### src/rtl/input_conditioner_if.sv
// Bundles the raw switch inputs and the conditioned outputs of the input conditioner.
interface input_conditioner_if #(
    parameter int N_CH = 6
);
    logic [N_CH-1:0] noisy;
    logic [N_CH-1:0] clean;
    logic [N_CH-1:0] rise;
    logic [N_CH-1:0] fall;
    logic            changed;
    logic            valid;

    // Producer of raw inputs / consumer of conditioned levels and pulses
    modport master (
        output noisy,
        input  clean,
        input  rise,
        input  fall,
        input  changed,
        input  valid
    );

    // The conditioner itself
    modport slave (
        input  noisy,
        output clean,
        output rise,
        output fall,
        output changed,
        output valid
    );
endinterface

### src/rtl/input_conditioner.sv
// Multi-channel switch conditioner: per channel a 2-FF synchronizer, a counter
// debouncer and registered rise/fall pulse generation, plus a start-up settling
// counter that holds valid low and masks pulses until the debouncers have settled.
// Every output comes straight from a flop, so there is no combinational path from
// the raw inputs to any output.
module input_conditioner #(
    parameter int N_CH            = 6,
    parameter int DEBOUNCE_CYCLES = 1000000,
    parameter int CNT_W           = 20
) (
    input  logic             clock,
    input  logic             reset,
    input_conditioner_if.slave bus
);

    // Last count value before a change is accepted, and last start-up count.
    localparam logic [CNT_W-1:0] CNT_LAST     = CNT_W'(DEBOUNCE_CYCLES - 1);
    localparam logic [CNT_W-1:0] STARTUP_LAST = CNT_W'(DEBOUNCE_CYCLES + 1);

    logic [N_CH-1:0]  s1_q;
    logic [N_CH-1:0]  s2_q;
    logic [N_CH-1:0]  clean_q, clean_d;
    logic [N_CH-1:0]  rise_q, rise_d;
    logic [N_CH-1:0]  fall_q, fall_d;
    logic             changed_q, changed_d;
    logic             valid_q, valid_d;
    logic [CNT_W-1:0] cnt_q [N_CH];
    logic [CNT_W-1:0] cnt_d [N_CH];
    logic [CNT_W-1:0] st_cnt_q, st_cnt_d;

    // Two-stage synchronizer; only s2 feeds the debouncers.
    always_ff @(posedge clock or negedge reset) begin
        if (!reset) begin
            s1_q <= '0;
            s2_q <= '0;
        end else begin
            s1_q <= bus.noisy;
            s2_q <= s1_q;
        end
    end

    // Per-channel debounce: count consecutive cycles where s2 disagrees with the
    // accepted level; any agreement restarts the count. The edge pulse is produced
    // in the same cycle the level is accepted, masked until start-up completes.
    always_comb begin
        for (int i = 0; i < N_CH; i++) begin
            cnt_d[i]   = cnt_q[i];
            clean_d[i] = clean_q[i];
            rise_d[i]  = 1'b0;
            fall_d[i]  = 1'b0;
            if (s2_q[i] == clean_q[i]) begin
                cnt_d[i] = '0;
            end else if (cnt_q[i] == CNT_LAST) begin
                cnt_d[i]   = '0;
                clean_d[i] = s2_q[i];
                rise_d[i]  = valid_q & s2_q[i];
                fall_d[i]  = valid_q & ~s2_q[i];
            end else begin
                cnt_d[i] = cnt_q[i] + CNT_W'(1);
            end
        end
        changed_d = |(rise_d | fall_d);
    end

    // Start-up settling: valid rises on the (DEBOUNCE_CYCLES+2)-th edge after
    // reset release and then stays high; the counter freezes once valid is set.
    always_comb begin
        st_cnt_d = st_cnt_q;
        valid_d  = valid_q;
        if (!valid_q) begin
            if (st_cnt_q == STARTUP_LAST) begin
                valid_d = 1'b1;
            end else begin
                st_cnt_d = st_cnt_q + CNT_W'(1);
            end
        end
    end

    // Debounce, edge and start-up state; reset discards any partial count.
    always_ff @(posedge clock or negedge reset) begin
        if (!reset) begin
            for (int i = 0; i < N_CH; i++) begin
                cnt_q[i] <= '0;
            end
            clean_q   <= '0;
            rise_q    <= '0;
            fall_q    <= '0;
            changed_q <= 1'b0;
            valid_q   <= 1'b0;
            st_cnt_q  <= '0;
        end else begin
            for (int i = 0; i < N_CH; i++) begin
                cnt_q[i] <= cnt_d[i];
            end
            clean_q   <= clean_d;
            rise_q    <= rise_d;
            fall_q    <= fall_d;
            changed_q <= changed_d;
            valid_q   <= valid_d;
            st_cnt_q  <= st_cnt_d;
        end
    end

    assign bus.clean   = clean_q;
    assign bus.rise    = rise_q;
    assign bus.fall    = fall_q;
    assign bus.changed = changed_q;
    assign bus.valid   = valid_q;

endmodule

### src/flat_wrapper.sv
// flat-port wrapper written by rule: the top's interface ports become plain ports
module input_conditioner_flat 
#(
    parameter int N_CH            = 6,
    parameter int DEBOUNCE_CYCLES = 1000000,
    parameter int CNT_W           = 20
)
  (clock, reset, bus_noisy, bus_clean, bus_rise, bus_fall, bus_changed, bus_valid);
  input_conditioner_if #(.N_CH(N_CH)) bus_i ();
  input  logic clock;
  input  logic reset;
  input wire logic [$bits(bus_i.noisy)-1:0] bus_noisy;
  output wire logic [$bits(bus_i.clean)-1:0] bus_clean;
  output wire logic [$bits(bus_i.rise)-1:0] bus_rise;
  output wire logic [$bits(bus_i.fall)-1:0] bus_fall;
  output wire logic [$bits(bus_i.changed)-1:0] bus_changed;
  output wire logic [$bits(bus_i.valid)-1:0] bus_valid;
  assign bus_i.noisy = bus_noisy;
  assign bus_clean = bus_i.clean;
  assign bus_rise = bus_i.rise;
  assign bus_fall = bus_i.fall;
  assign bus_changed = bus_i.changed;
  assign bus_valid = bus_i.valid;
  input_conditioner #(.N_CH(N_CH), .DEBOUNCE_CYCLES(DEBOUNCE_CYCLES), .CNT_W(CNT_W)) u_core (.clock(clock), .reset(reset), .bus(bus_i));
endmodule
### config.mk
export PLATFORM = sky130hd
export DESIGN_NAME = input_conditioner_flat
export DESIGN_NICKNAME = d
export VERILOG_FILES = /design/src/rtl/input_conditioner_if.sv /design/src/rtl/input_conditioner.sv /design/src/flat_wrapper.sv
export SDC_FILE = /design/constraint.sdc
export NUM_CORES = 1
export LEC_CHECK = 0
export BUFFER_PORTS_ARGS = -buffer_cell sky130_fd_sc_hd__buf_2
export CAP_MARGIN = 15
export CORE_MARGIN = 2
export CORE_UTILIZATION = 40
export CTS_CLUSTER_SIZE = 30
export DETAILED_ROUTE_END_ITERATION = 8
export SYNTH_ARGS = -nofsm -noshare
export SYNTH_HDL_FRONTEND = slang
export SYNTH_SLANG_ARGS = --single-unit
### constraint.sdc
create_clock -name clock -period 2.1 [get_ports clock]
set_input_delay 0.315 -clock clock [delete_from_list [all_inputs] [get_ports clock]]
set_output_delay 0.315 -clock clock [all_outputs]
set_load 0.01 [all_outputs]
# --- Word-level counts from Yosys, hierarchy flattened ---
# Cells that the tools add are included.
op_classes:
  add_sub_neg: 7
  n_eq_ne: 13
  mux: 38
  bitwise: 27
  n_reduce_logical: 8
op_table:
  columns: ["cell", "n"]
  rows:
  - ["$mux 20", 12]
  - ["$add 20x1->20 const B", 7]
  - ["$eq 20x20->1 const B", 7]
  - ["$mux 1", 26]
  - ["$not 1->1", 14]
  - ["$reduce_and 2->1", 7]
  - ["$and 1x1->1", 12]
  - ["$eq 1x1->1", 6]
  - ["$or 6x6->6", 1]
  - ["$reduce_or 6->1", 1]
totals:
  register_bits: 172
  in_bits: 8
  output_inout_bits: 20
  word_cells: 112

# --- Depth between registers and ports, before layout ---
# Gate-level depths: netlist of the first run.
logic_depth:
  word_depth: 6
  depth_mapped: 8
  mapped_depth_nobuf: 7

# --- Worst setup path before layout of the first run ---
# OpenSTA, ideal clock, no wires.
synth_path:
  path_kind: "flip-flop to flip-flop"
  start: "reg u_core.cnt_q[100] (netlist bit)"
  end: "reg u_core.cnt_q[111] (netlist bit)"
  setup_time_ns: 0.119
  arrival_ns: 1.701
  required_ns: 1.981
  setup_slack_ns: 0.280
  stages_incl_launch_ff: 9
  path_buffers: 2
  period_less_slack_ns: 1.820
  cell_sequence: "dfrtp_1 -> ha_1 -> and3_1 -> nand3_1 -> nor4_2 -> nand2b_1 -> buf_4 -> buf_6 -> nor2_1"
synth_rtl:
  columns: ["element", "line_no", "text"]
  rows:
  - ["from (decl)", "input_conditioner.sv:27", "logic [CNT_W-1:0] cnt_q [N_CH];"]
  - ["from (signal, indexed assignment)", "input_conditioner.sv:93", "cnt_q[i] <= cnt_d[i];"]

# --- Final worst setup path of the first run ---
layout_path:
  start: "reg u_core.cnt_q[0] (netlist bit)"
  end: "reg u_core.clean_q[5] (netlist: u_core.bus.clean[5])"
layout_via:
  elab_chain_len: 2
layout_rtl:
  columns: ["element", "line_no", "text"]
  rows:
  - ["$eq 20x20->1", "input_conditioner.sv:53", "end else if (cnt_q[i] == CNT_LAST) begin"]
  - ["$reduce_and 2->1 (no source line)", null, null]
  - ["to (signal assigned)", "input_conditioner.sv:95", "clean_q <= clean_d;"]
  - ["to (decl)", "input_conditioner.sv:22", "logic [N_CH-1:0] clean_q, clean_d;"]
# No other way between the ends.
# A chain may end at the register's enable or synchronous reset.

==> impl_metrics.yaml, run 1 <==
run_status:
  run_status: "completed"
logic_synthesis:
  yosysTopAreaCell: "dfrtp_1"
  ys_seq_elements: 172
  yosys-top-cells-area: "dfrtp_1 (54%), xnor2_1 (8.0%), xor2_1 (6.8%)"
  syn_inst: 749
  synth_edf_count: 0
  ys_seq_area_frac: 0.545
  synth_area_um2: 7900
  synthTopCellsByCount: "dfrtp_1 (172), nor2_1 (138), xnor2_1 (72)"
  synthArstFlopShare: 1.00
  yosys_warnings: 0
  syn_nets: 765
  avgSynthCellArea_um2: 10.5
  synth_ff_type: "dfrtp_1"
  synth_cell_type_count: 44
  yosys.cell_count.top_type: "dfrtp_1"
  synth_top_area_frac: 0.545
global_routing:
  grt.met3_usage: 0.0354
  overflow: 0
  grt_use_met2: 0.223
  met1_usage: 0.206
  track_usage: 0.147
  grt_pass1_vias: 5199
  busiest_layer: "met2"
  grt_start_max_net_pins: 47
  grt_pass1_wl_um: 24500
  antenna_found_initial: 0
worst_setup_path:
  endpoint_kind: "flop"
  critPathMaxFanout: 4
  critPathBufInv: 1
  crit_chain: "ha_1 -> and3_1 -> nand3_1 -> nor3_1 -> buf_4 -> mux2_2"
  cpPeakStageDelay_ns: 0.40
  start_kind: "flop"
  critPathKind: "flop to flop"
  crit_slowest_cell: "dfrtp_1"
  cp.arrival_ns: 2.29
  cp.required_ns: 2.41
  critPathTopFamily: "simple AND/OR/NAND/NOR gates"
detailed_routing:
  ant_nets: 0
  drt_iter0_drc: 175
  drc: 0
  vias_per_cell: 4.82
  via_count: 5217
  wl_per_cell_um: 12.7
  first_pass_iters: 4
  wl_um: 13800
layout:
  layout.nets: 821
  syn_to_final_growth_pct: 15.5
  drive_above_1_share: 0.122
  diodes: 0
floorplan:
  die_area_um2: 20900
  start_util: 0.407
  die_h_um: 145
  core_um2: 19400
  ios: 28
  rows: 51
  die_w_um: 145
min_path:
  worstHoldPathType: "input port to asynchronous set/reset pin"
clock_network:
  cts_tree: "yes"
  clock_latency_ns: 0.43
  h-tree-depth: 4
  cts.path.max_buffers: 2
  cts.sinks: 172
  post_cts_buffers: 0
  root_buffer: "clkbuf_16"
  clk_pin_slew_worst_paths_ns: 0.07
  cts_buffers: 17
sta:
  finalSetupViolCount: 0
  finalCritPeriodShare: 0.942
  rsz0062_at_grt: "false"
  whs_ns: 0.346
  finalHoldViolations: 0
  max_slew_margin: 0.631
  fmax_ghz: 0.505
  fin_ws_ns: 0.121
  worst_pin_slew_ns: 0.553
  setup_tns_ns: 0
  finalClockSkew_ns: 0.00784
  slew_violations: 0
  layout_min_cycle_time_ns: 1.98
placed_design:
  dp_hpwl_um: 9370
  place.gp.congestion: 0.761
  pre_cts_slack_ns: 0.166
  io_buffers: 27
power_and_ir_drop:
  p_leak_nw: 3.99
  power_density_nw_per_um2: 731
  ir_worst_vdd_mv: 0.480
flow_run:
  max-cap-violations: 0
==> registers in the layout, summed over array words and instances, names as in the netlist <==
signal / count
u_core.bus.changed: 1
u_core.cnt_q: 120
u_core.bus.valid: 1
u_core.bus.clean: 6
u_core.bus.fall: 6
u_core.s1_q: 6
u_core.st_cnt_q: 20
u_core.bus.rise: 6
u_core.s2_q: 6
==> logic make-up (layout without fill, tap and decap cells) <==
family,count (synthesis),count (layout),share of synthesized area
fa+ha+maj,8,8,0.0127
flops,172,172,0.545
xor+xnor,133,133,0.147
compound gates,6,6,0.00475
buf+inv,37,106,0.0263
simple gates,387,387,0.255
mux,6,6,0.00855
==> report_power, final <==
part	internal, mW	leakage (nW)	switching [mW]
logic	0.0780	1.36	0.137
clock network	1.68	0.280	1.39
registers	3.35	2.35	0.0389
==> per-stage QoR <==
| step | std cells | utilization | total power, mW | cell area [um2] |
|---|---|---|---|---|
| floorplan | 749 | - | 3.55 | 7900 |
| finish | 1083 | 0.470 | 6.67 | 9120 |
| global route | 1083 | 0.470 | 6.96 | 9120 |
| detailed placement | 1044 | 0.436 | 3.67 | 8460 |
| global placement | 1044 | 0.436 | 3.66 | 8460 |
| CTS | 1083 | 0.470 | 6.78 | 9110 |
==> worst register-to-register path: stages, from the launching register on <==
cell     delay, ns
dfrtp_1       0.40
ha_1          0.20
and3_1        0.26
nand3_1       0.19
nor3_1        0.33
buf_4         0.18
mux2_2        0.32
==> metal layers <==
| layer | vias up | part of all wire |
|---|---|---|
| met5 | - | 0 |
| met4 | 0 | 0.013 |
| met3 | 13 | 0.026 |
| met2 | 52 | 0.45 |
| met1 | 2519 | 0.51 |
| li1 | 2633 | - |
==> repair_timing <==
action | CTS | global route
hold buffers | 7 | 0
setup endpoints to repair | 0 | 23
hold endpoints to repair | 39 | 0
gates resized for setup | 0 | 2
==> final timing paths <==
check,start,end,slack (ns),cells after the start
min in group clock,u_core.s1_q[0]$_DFF_PN0_,u_core.s2_q[0]$_DFF_PN0_,0.35,0
setup reg to reg,u_core.cnt_q[0]$_DFF_PN0_,u_core.bus.clean[5]$_DFFE_PN0P_,0.12,6
hold / removal,reset,u_core.cnt_q[49]$_DFF_PN0_,0.35,2
hold reg to reg,u_core.s1_q[0]$_DFF_PN0_,u_core.s2_q[0]$_DFF_PN0_,0.35,0
max in group asynchronous,reset,u_core.cnt_q[118]$_DFF_PN0_,1.03,3
setup / recovery,u_core.cnt_q[0]$_DFF_PN0_,u_core.bus.clean[5]$_DFFE_PN0P_,0.12,6
==> final cells by class <==
cell class	count	area, um2
well taps	265	332
clock buffers	17	425
inverters	20	75.1
flip-flops and latches	172	4300
repair buffers	54	437
clock inverters	15	151
multi-input cells	540	3400
fillers	1835	10300
==> placed cells by master (no fill, tap or decap), types with 3 or more instances in the layout <==
| master | synthesis | final |
|---|---|---|
| and2_1 | 3 | 3 |
| and3_1 | 30 | 30 |
| and4_1 | 6 | 6 |
| buf_12 | 1 | 6 |
| buf_2 | 6 | 26 |
| buf_4 | 4 | 14 |
| clkbuf_16 | 0 | 17 |
| dfrtp_1 | 172 | 172 |
| dlygate4sd3_1 | 0 | 7 |
| ha_1 | 8 | 8 |
| inv_1 | 20 | 20 |
| inv_6 | 0 | 7 |
| mux2_2 | 6 | 6 |
| nand2_1 | 47 | 47 |
| nand2b_1 | 5 | 5 |
| nand3_1 | 57 | 57 |
| nand3b_1 | 4 | 4 |
| nand4_1 | 29 | 29 |
| nor2_1 | 138 | 138 |
| nor3_1 | 17 | 17 |
| nor3b_1 | 13 | 13 |
| nor4_1 | 9 | 9 |
| nor4b_1 | 5 | 5 |
| xnor2_1 | 72 | 72 |
| xor2_1 | 61 | 61 |
No activity file was read; power rests on OpenSTA's default activity.
==> run 2: changes to the inputs <==
--- a/config.mk
+++ b/config.mk
@@ -6,11 +6,11 @@
 export NUM_CORES = 1
 export LEC_CHECK = 0
 export BUFFER_PORTS_ARGS = -buffer_cell sky130_fd_sc_hd__buf_2
-export CAP_MARGIN = 15
 export CORE_MARGIN = 2
 export CORE_UTILIZATION = 40
 export CTS_CLUSTER_SIZE = 30
 export DETAILED_ROUTE_END_ITERATION = 8
+export SETUP_SLACK_MARGIN = 0.2
 export SYNTH_ARGS = -nofsm -noshare
 export SYNTH_HDL_FRONTEND = slang
 export SYNTH_SLANG_ARGS = --single-unit
==> impl_metrics.yaml, run 2 (synthesis results as in run 1) <==
detailed_routing:
  drc: 0
  ant_nets: 0
  via_count: 5192
  wl_um: 14100
  drt_iter0_drc: 176
  first_pass_iters: 4
  wl_per_cell_um: 13.0
  vias_per_cell: 4.78
floorplan:
  start_util: 0.407
  die_w_um: 145
  ios: 28
  die_area_um2: 20900
  rows: 51
  die_h_um: 145
  core_um2: 19400
power_and_ir_drop:
  p_int_mw: 5.11
  power_density_nw_per_um2: 720
  power.clock.fraction: 0.458
  p_seq_frac: 0.508
  p_sw_mw: 1.57
  swShare: 0.235
  ir_worst_vdd_mv: 0.480
  p_leak_nw: 4.04
  combPwrFrac: 0.034
sta:
  finalCritPeriodShare: 0.900
  fin_ws_ns: 0.210
  slew_violations: 0
  worst_pin_slew_ns: 0.548
  finalHoldViolations: 0
  setup_tns_ns: 0
  finalClockSkew_ns: 0.00772
  layout_min_cycle_time_ns: 1.89
  rsz0062_at_grt: "true"
  whs_ns: 0.347
  max_slew_margin: 0.634
  finalSetupViolCount: 0
  fmax_ghz: 0.529
run_status:
  run_status: "completed"
global_routing:
  track_usage: 0.147
  overflow: 0
  grt_pass1_vias: 5209
  antenna_found_initial: 0
  grt_start_max_net_pins: 47
  grt_pass1_wl_um: 24500
placed_design:
  pre_cts_slack_ns: 0.166
  dp_hpwl_um: 9370
  place.gp.congestion: 0.761
  io_buffers: 27
  post_dp_cell_area_um2: 8460
  dp.cells: 1044
layout:
  layout.nets: 825
  final_common_cell: "dfrtp_1"
  fin_cells: 1087
  fillers: 1810
  drive_above_1_share: 0.148
  final_area_um2: 9280
  final_cell_mix: "dfrtp_1 (170), nor2_1 (138), xnor2_1 (72)"
  syn_to_final_growth_pct: 17.5
  top_register: "u_core.cnt_q"
  largest_reg_flops: 120
  reg_top3: "u_core.cnt_q (120), u_core.st_cnt_q (20)"
  diodes: 0
worst_setup_path:
  endpoint_kind: "flop"
  start_kind: "flop"
  cp.arrival_ns: 2.21
  critPathKind: "flop to flop"
  critPathMaxFanout: 9
  cp.required_ns: 2.42
min_path:
  worstHoldPathType: "input port to asynchronous set/reset pin"
clock_network:
  cts.sinks: 172
  cts_buffers: 17
  clk_pin_slew_worst_paths_ns: 0.07
  h-tree-depth: 4
  clock_latency_ns: 0.43
  cts_tree: "yes"
  root_buffer: "clkbuf_16"
  cts.path.max_buffers: 2
flow_run:
  max-cap-violations: 0
run 2: final cells by class:
class / instances / area, um2 / share of cell area
well taps: 265 / 332 / 0.0357
clock inverters: 15 / 151 / 0.0163
multi-input cells: 540 / 3500 / 0.378
flip-flops and latches: 172 / 4310 / 0.464
inverters: 20 / 75.1 / 0.00809
clock buffers: 17 / 425 / 0.0459
repair buffers: 58 / 484 / 0.0522
run 2: path summary, 6_finish.rpt:
| kind | start | endpoint | slack (ns) | cells after the start |
|---|---|---|---|---|
| max | u_core.cnt_q[31]$_DFF_PN0_ | u_core.cnt_q[20]$_DFF_PN0_ | 0.21 | 5 |
| min | reset | u_core.cnt_q[49]$_DFF_PN0_ | 0.35 | 2 |
| max reg2reg | u_core.cnt_q[31]$_DFF_PN0_ | u_core.cnt_q[20]$_DFF_PN0_ | 0.21 | 5 |
| min reg2reg | u_core.s1_q[0]$_DFF_PN0_ | u_core.s2_q[0]$_DFF_PN0_ | 0.35 | 0 |
| max in group asynchronous | reset | u_core.st_cnt_q[6]$_DFFE_PN0P_ | 1.02 | 3 |
| min in group clock | u_core.s1_q[0]$_DFF_PN0_ | u_core.s2_q[0]$_DFF_PN0_ | 0.35 | 0 |
run 2: metrics by stage:
step / total power, mW / util
6_report: 6.68 / 0.478
2_1_floorplan: 3.55 / -
3_3_place_gp: 3.66 / 0.436
4_1_cts: 6.78 / 0.471
3_5_place_dp: 3.67 / 0.436
5_1_grt: 6.97 / 0.478
run 2: what timing repair did:
action | 4_1_cts | 5_1_grt
endpoints found under the setup margin | 57 | 135
endpoints found under the hold margin | 39 | 0
hold buffers | 7 | 0
gates cloned | 0 | 1
pin swaps | 0 | 6
resized for setup | 3 | 20
setup buffers | 0 | 3
run 2: critical path, stage by stage, from the launching register on:
cell,delay [ns]
dfrtp_1,0.41
or4_4,0.55
nor4_4,0.38
nand2b_4,0.24
clkbuf_16,0.16
nor2_1,0.04
run 2: routing by layer:
layer / wire, um / vias to the layer above / global-route usage
met5: 0 / - / 0
met4: 179 / 0 / 0.0491
met3: 335 / 13 / 0.0354
met2: 6320 / 42 / 0.224
met1: 7310 / 2494 / 0.206
li1: - / 2643 / -
run 2: power by group through the flow:
stage / Clock [mW] / Combinational, mW / Sequential [mW]
floorplan: 0 / 0.102 / 3.44
global placement: 0 / 0.211 / 3.45
detailed placement: 0 / 0.214 / 3.45
CTS: 3.16 / 0.225 / 3.39
global route: 3.31 / 0.262 / 3.40
finish: 3.06 / 0.225 / 3.39
==> run 3: changes to the inputs <==
--- a/config.mk
+++ b/config.mk
@@ -5,6 +5,7 @@
 export SDC_FILE = /design/constraint.sdc
 export NUM_CORES = 1
 export LEC_CHECK = 0
+export ABC_AREA = 1
 export BUFFER_PORTS_ARGS = -buffer_cell sky130_fd_sc_hd__buf_2
 export CORE_MARGIN = 2
 export CORE_UTILIZATION = 40
==> constraint.sdc (replaced) <==
create_clock -name clock -period 1.6 [get_ports clock]
set_input_delay 0.24 -clock clock [delete_from_list [all_inputs] [get_ports clock]]
set_output_delay 0.24 -clock clock [all_outputs]
set_load 0.01 [all_outputs]
==> impl_metrics.yaml, run 3 <==
logic_synthesis:
  synth_top_area_frac: 0.478
  synth_ff_type: "dfrtp_1"
  synth_edf_count: 0
  yosys.cell_count.top_type: "nand2_1"
  synthArstFlopShare: 1.00
  synth_area_um2: 9000
  avgSynthCellArea_um2: 7.98
  syn_nets: 1145
  synth-xor-area-share: 0.0467
  synth_top_family_by_area: "simple AND/OR/NAND/NOR gates"
  synthTopCellsByCount: "nand2_1 (261), nor2_1 (211), dfrtp_1 (172)"
  synth_cell_type_count: 42
  synthMuxAreaShare: 0
  synth_adder_area_share: 0.0111
  yosys-top-cells-area: "dfrtp_1 (48%), nand2_1 (11%), nor2_1 (8.8%)"
  syn_inst: 1129
  ys_seq_elements: 172
  yosysTopAreaCell: "dfrtp_1"
  synth_compound_area_frac: 0.0471
  yosys_warnings: 0
  synthSimpleGateAreaFrac: 0.349
  ys_seq_area_frac: 0.478
global_routing:
  grt_pass1_wl_um: 34500
  grt_pass1_vias: 7309
  met1_usage: 0.237
  track_usage: 0.178
  antenna_found_initial: 0
  grt_start_max_net_pins: 52
  grt_use_met2: 0.297
  overflow: 0
  busiest_layer: "met2"
  grt.met3_usage: 0.0327
detailed_routing:
  drt_iter0_drc: 359
  first_pass_iters: 5
  wl_per_cell_um: 13.4
  via_count: 7737
  wl_um: 21500
  ant_nets: 0
  drc: 0
  vias_per_cell: 4.84
layout:
  top_register: "u_core.cnt_q"
  reg_top3: "u_core.cnt_q (120), u_core.st_cnt_q (20)"
  layout.nets: 1323
  diodes: 0
  largest_reg_flops: 120
  syn_to_final_growth_pct: 37.2
  final_cell_mix: "nand2_1 (203), dfrtp_1 (163), nor2_1 (161)"
  drive_above_1_share: 0.366
  final_common_cell: "nand2_1"
clock_network:
  clk_pin_slew_worst_paths_ns: 0.07
  clock_latency_ns: 0.43
  cts.path.max_buffers: 2
  cts.sinks: 172
  cts_tree: "yes"
  cts_buffers: 17
  h-tree-depth: 4
  root_buffer: "clkbuf_16"
min_path:
  worstHoldPathType: "input port to asynchronous set/reset pin"
worst_setup_path:
  critPathTopFamily: "simple AND/OR/NAND/NOR gates"
  cp.depth: 8
  rr_worst_depth: 8
  critPathMaxFanout: 5
  cp.required_ns: 1.92
  crit_chain: "ha_4 -> nand3_4 -> nor3b_4 -> nand2_4 -> nand2_8 -> inv_8 -> nand2_1 -> nor2_2"
  critPathBufInv: 1
  reg2reg_slack_ns: 0.08
  reg2reg_to: "u_core.cnt_q[13]$_DFF_PN0_"
  critPathKind: "flop to flop"
  start_kind: "flop"
  cp.arrival_ns: 1.84
  endpoint_kind: "flop"
  critPathLaunch: "u_core.cnt_q[0]$_DFF_PN0_"
  crit_slowest_cell: "dfrtp_1"
  reg2reg_from: "u_core.cnt_q[0]$_DFF_PN0_"
  cpPeakStageDelay_ns: 0.40
power_and_ir_drop:
  p_leak_nw: 5.60
  power_density_nw_per_um2: 743
  ir_worst_vdd_mv: 0.545
sta:
  finalClockSkew_ns: 0.0111
  finalHoldViolations: 0
  slew_violations: 0
  finalSetupViolCount: 0
  fmax_ghz: 0.657
  whs_ns: 0.338
  rsz0062_at_grt: "true"
  max_slew_margin: 0.696
  worst_pin_slew_ns: 0.452
  finalCritPeriodShare: 0.951
  setup_tns_ns: 0
  layout_min_cycle_time_ns: 1.52
placed_design:
  io_buffers: 27
  place.gp.congestion: 0.874
  dp_hpwl_um: 13400
floorplan:
  ios: 28
  core_um2: 22000
  start_util: 0.410
  die_w_um: 154
  die_area_um2: 23700
  rows: 54
  die_h_um: 154
run_status:
  run_status: "completed"
flow_run:
  max-cap-violations: 0
-- run 3: cell types whose count changed after synthesis, sizes merged, moves of 14 or more --
cell and change:
o21ai +25, xor2 -26, nor2 +104, and3 -29, nand2 +229, xnor2 -59
a21oi +34, inv +122, nand4 -14, nor3 +33
-- run 3: worst max-delay path by stage --
stage / end / slack (ns)
floorplan: u_core.cnt_q[32]$_DFF_PN0_ / 0.20
global placement: u_core.bus.changed$_DFF_PN0_ / 0.04
detailed placement: u_core.cnt_q[54]$_DFF_PN0_ / 0.04
CTS: u_core.cnt_q[94]$_DFF_PN0_ / 0.10
global route: u_core.cnt_q[13]$_DFF_PN0_ / -0.009
finish: u_core.cnt_q[13]$_DFF_PN0_ / 0.08
-- run 3: kinds of logic after synthesis --
kind of cell,count (synthesis)
AOI/OAI and AO/OA,73
xor gates and xnor gates,48
adders and majority gates,8
buffers and inverters,151
DFF,172
and+or+nand+nor,677
-- run 3: what timing repair did --
item | 4_1_cts | 5_1_grt
cloned | 3 | 2
hold buffers | 7 | 0
setup endpoints to repair | 114 | 137
buffers inserted | 46 | 37
pin swaps | 50 | 100
resized for setup | 72 | 238
endpoints found under the hold margin | 51 | 0
-- run 3: report_power, final --
group,internal [mW],switching [mW]
combinational,0.211,0.284
clock,2.47,1.76
sequential,4.40,0.0560
total,7.08,2.10
-- run 3: metrics by stage --
| step | worst slack, ns | instances | util | power (mW) | cell area, um2 |
|---|---|---|---|---|---|
| global placement | 0.0432 | 1473 | 0.449 | 4.84 | 9850 |
| CTS | 0.101 | 1561 | 0.508 | 9.19 | 11200 |
| global route | -0.00881 | 1600 | 0.562 | 9.57 | 12400 |
| floorplan | 0.203 | 1129 | - | 4.66 | 9030 |
| detailed placement | 0.0381 | 1473 | 0.449 | 4.84 | 9850 |
| finish | 0.0784 | 1600 | 0.562 | 9.18 | 12400 |
-- run 3: layout make-up --
class / instances / area [um2]
tap: 280 / 350
multi-input combinational: 808 / 5130
inverter: 144 / 577
clock buffer: 19 / 433
fill: 1877 / 9610
sequential: 172 / 4320
clock inverter: 13 / 168
timing repair buffer: 164 / 1380
-- run 3: metal layers --
layer	share of wire	wire [um]
met5	0	0
met4	0.017	363
met3	0.025	528
met2	0.51	10900
met1	0.45	9650
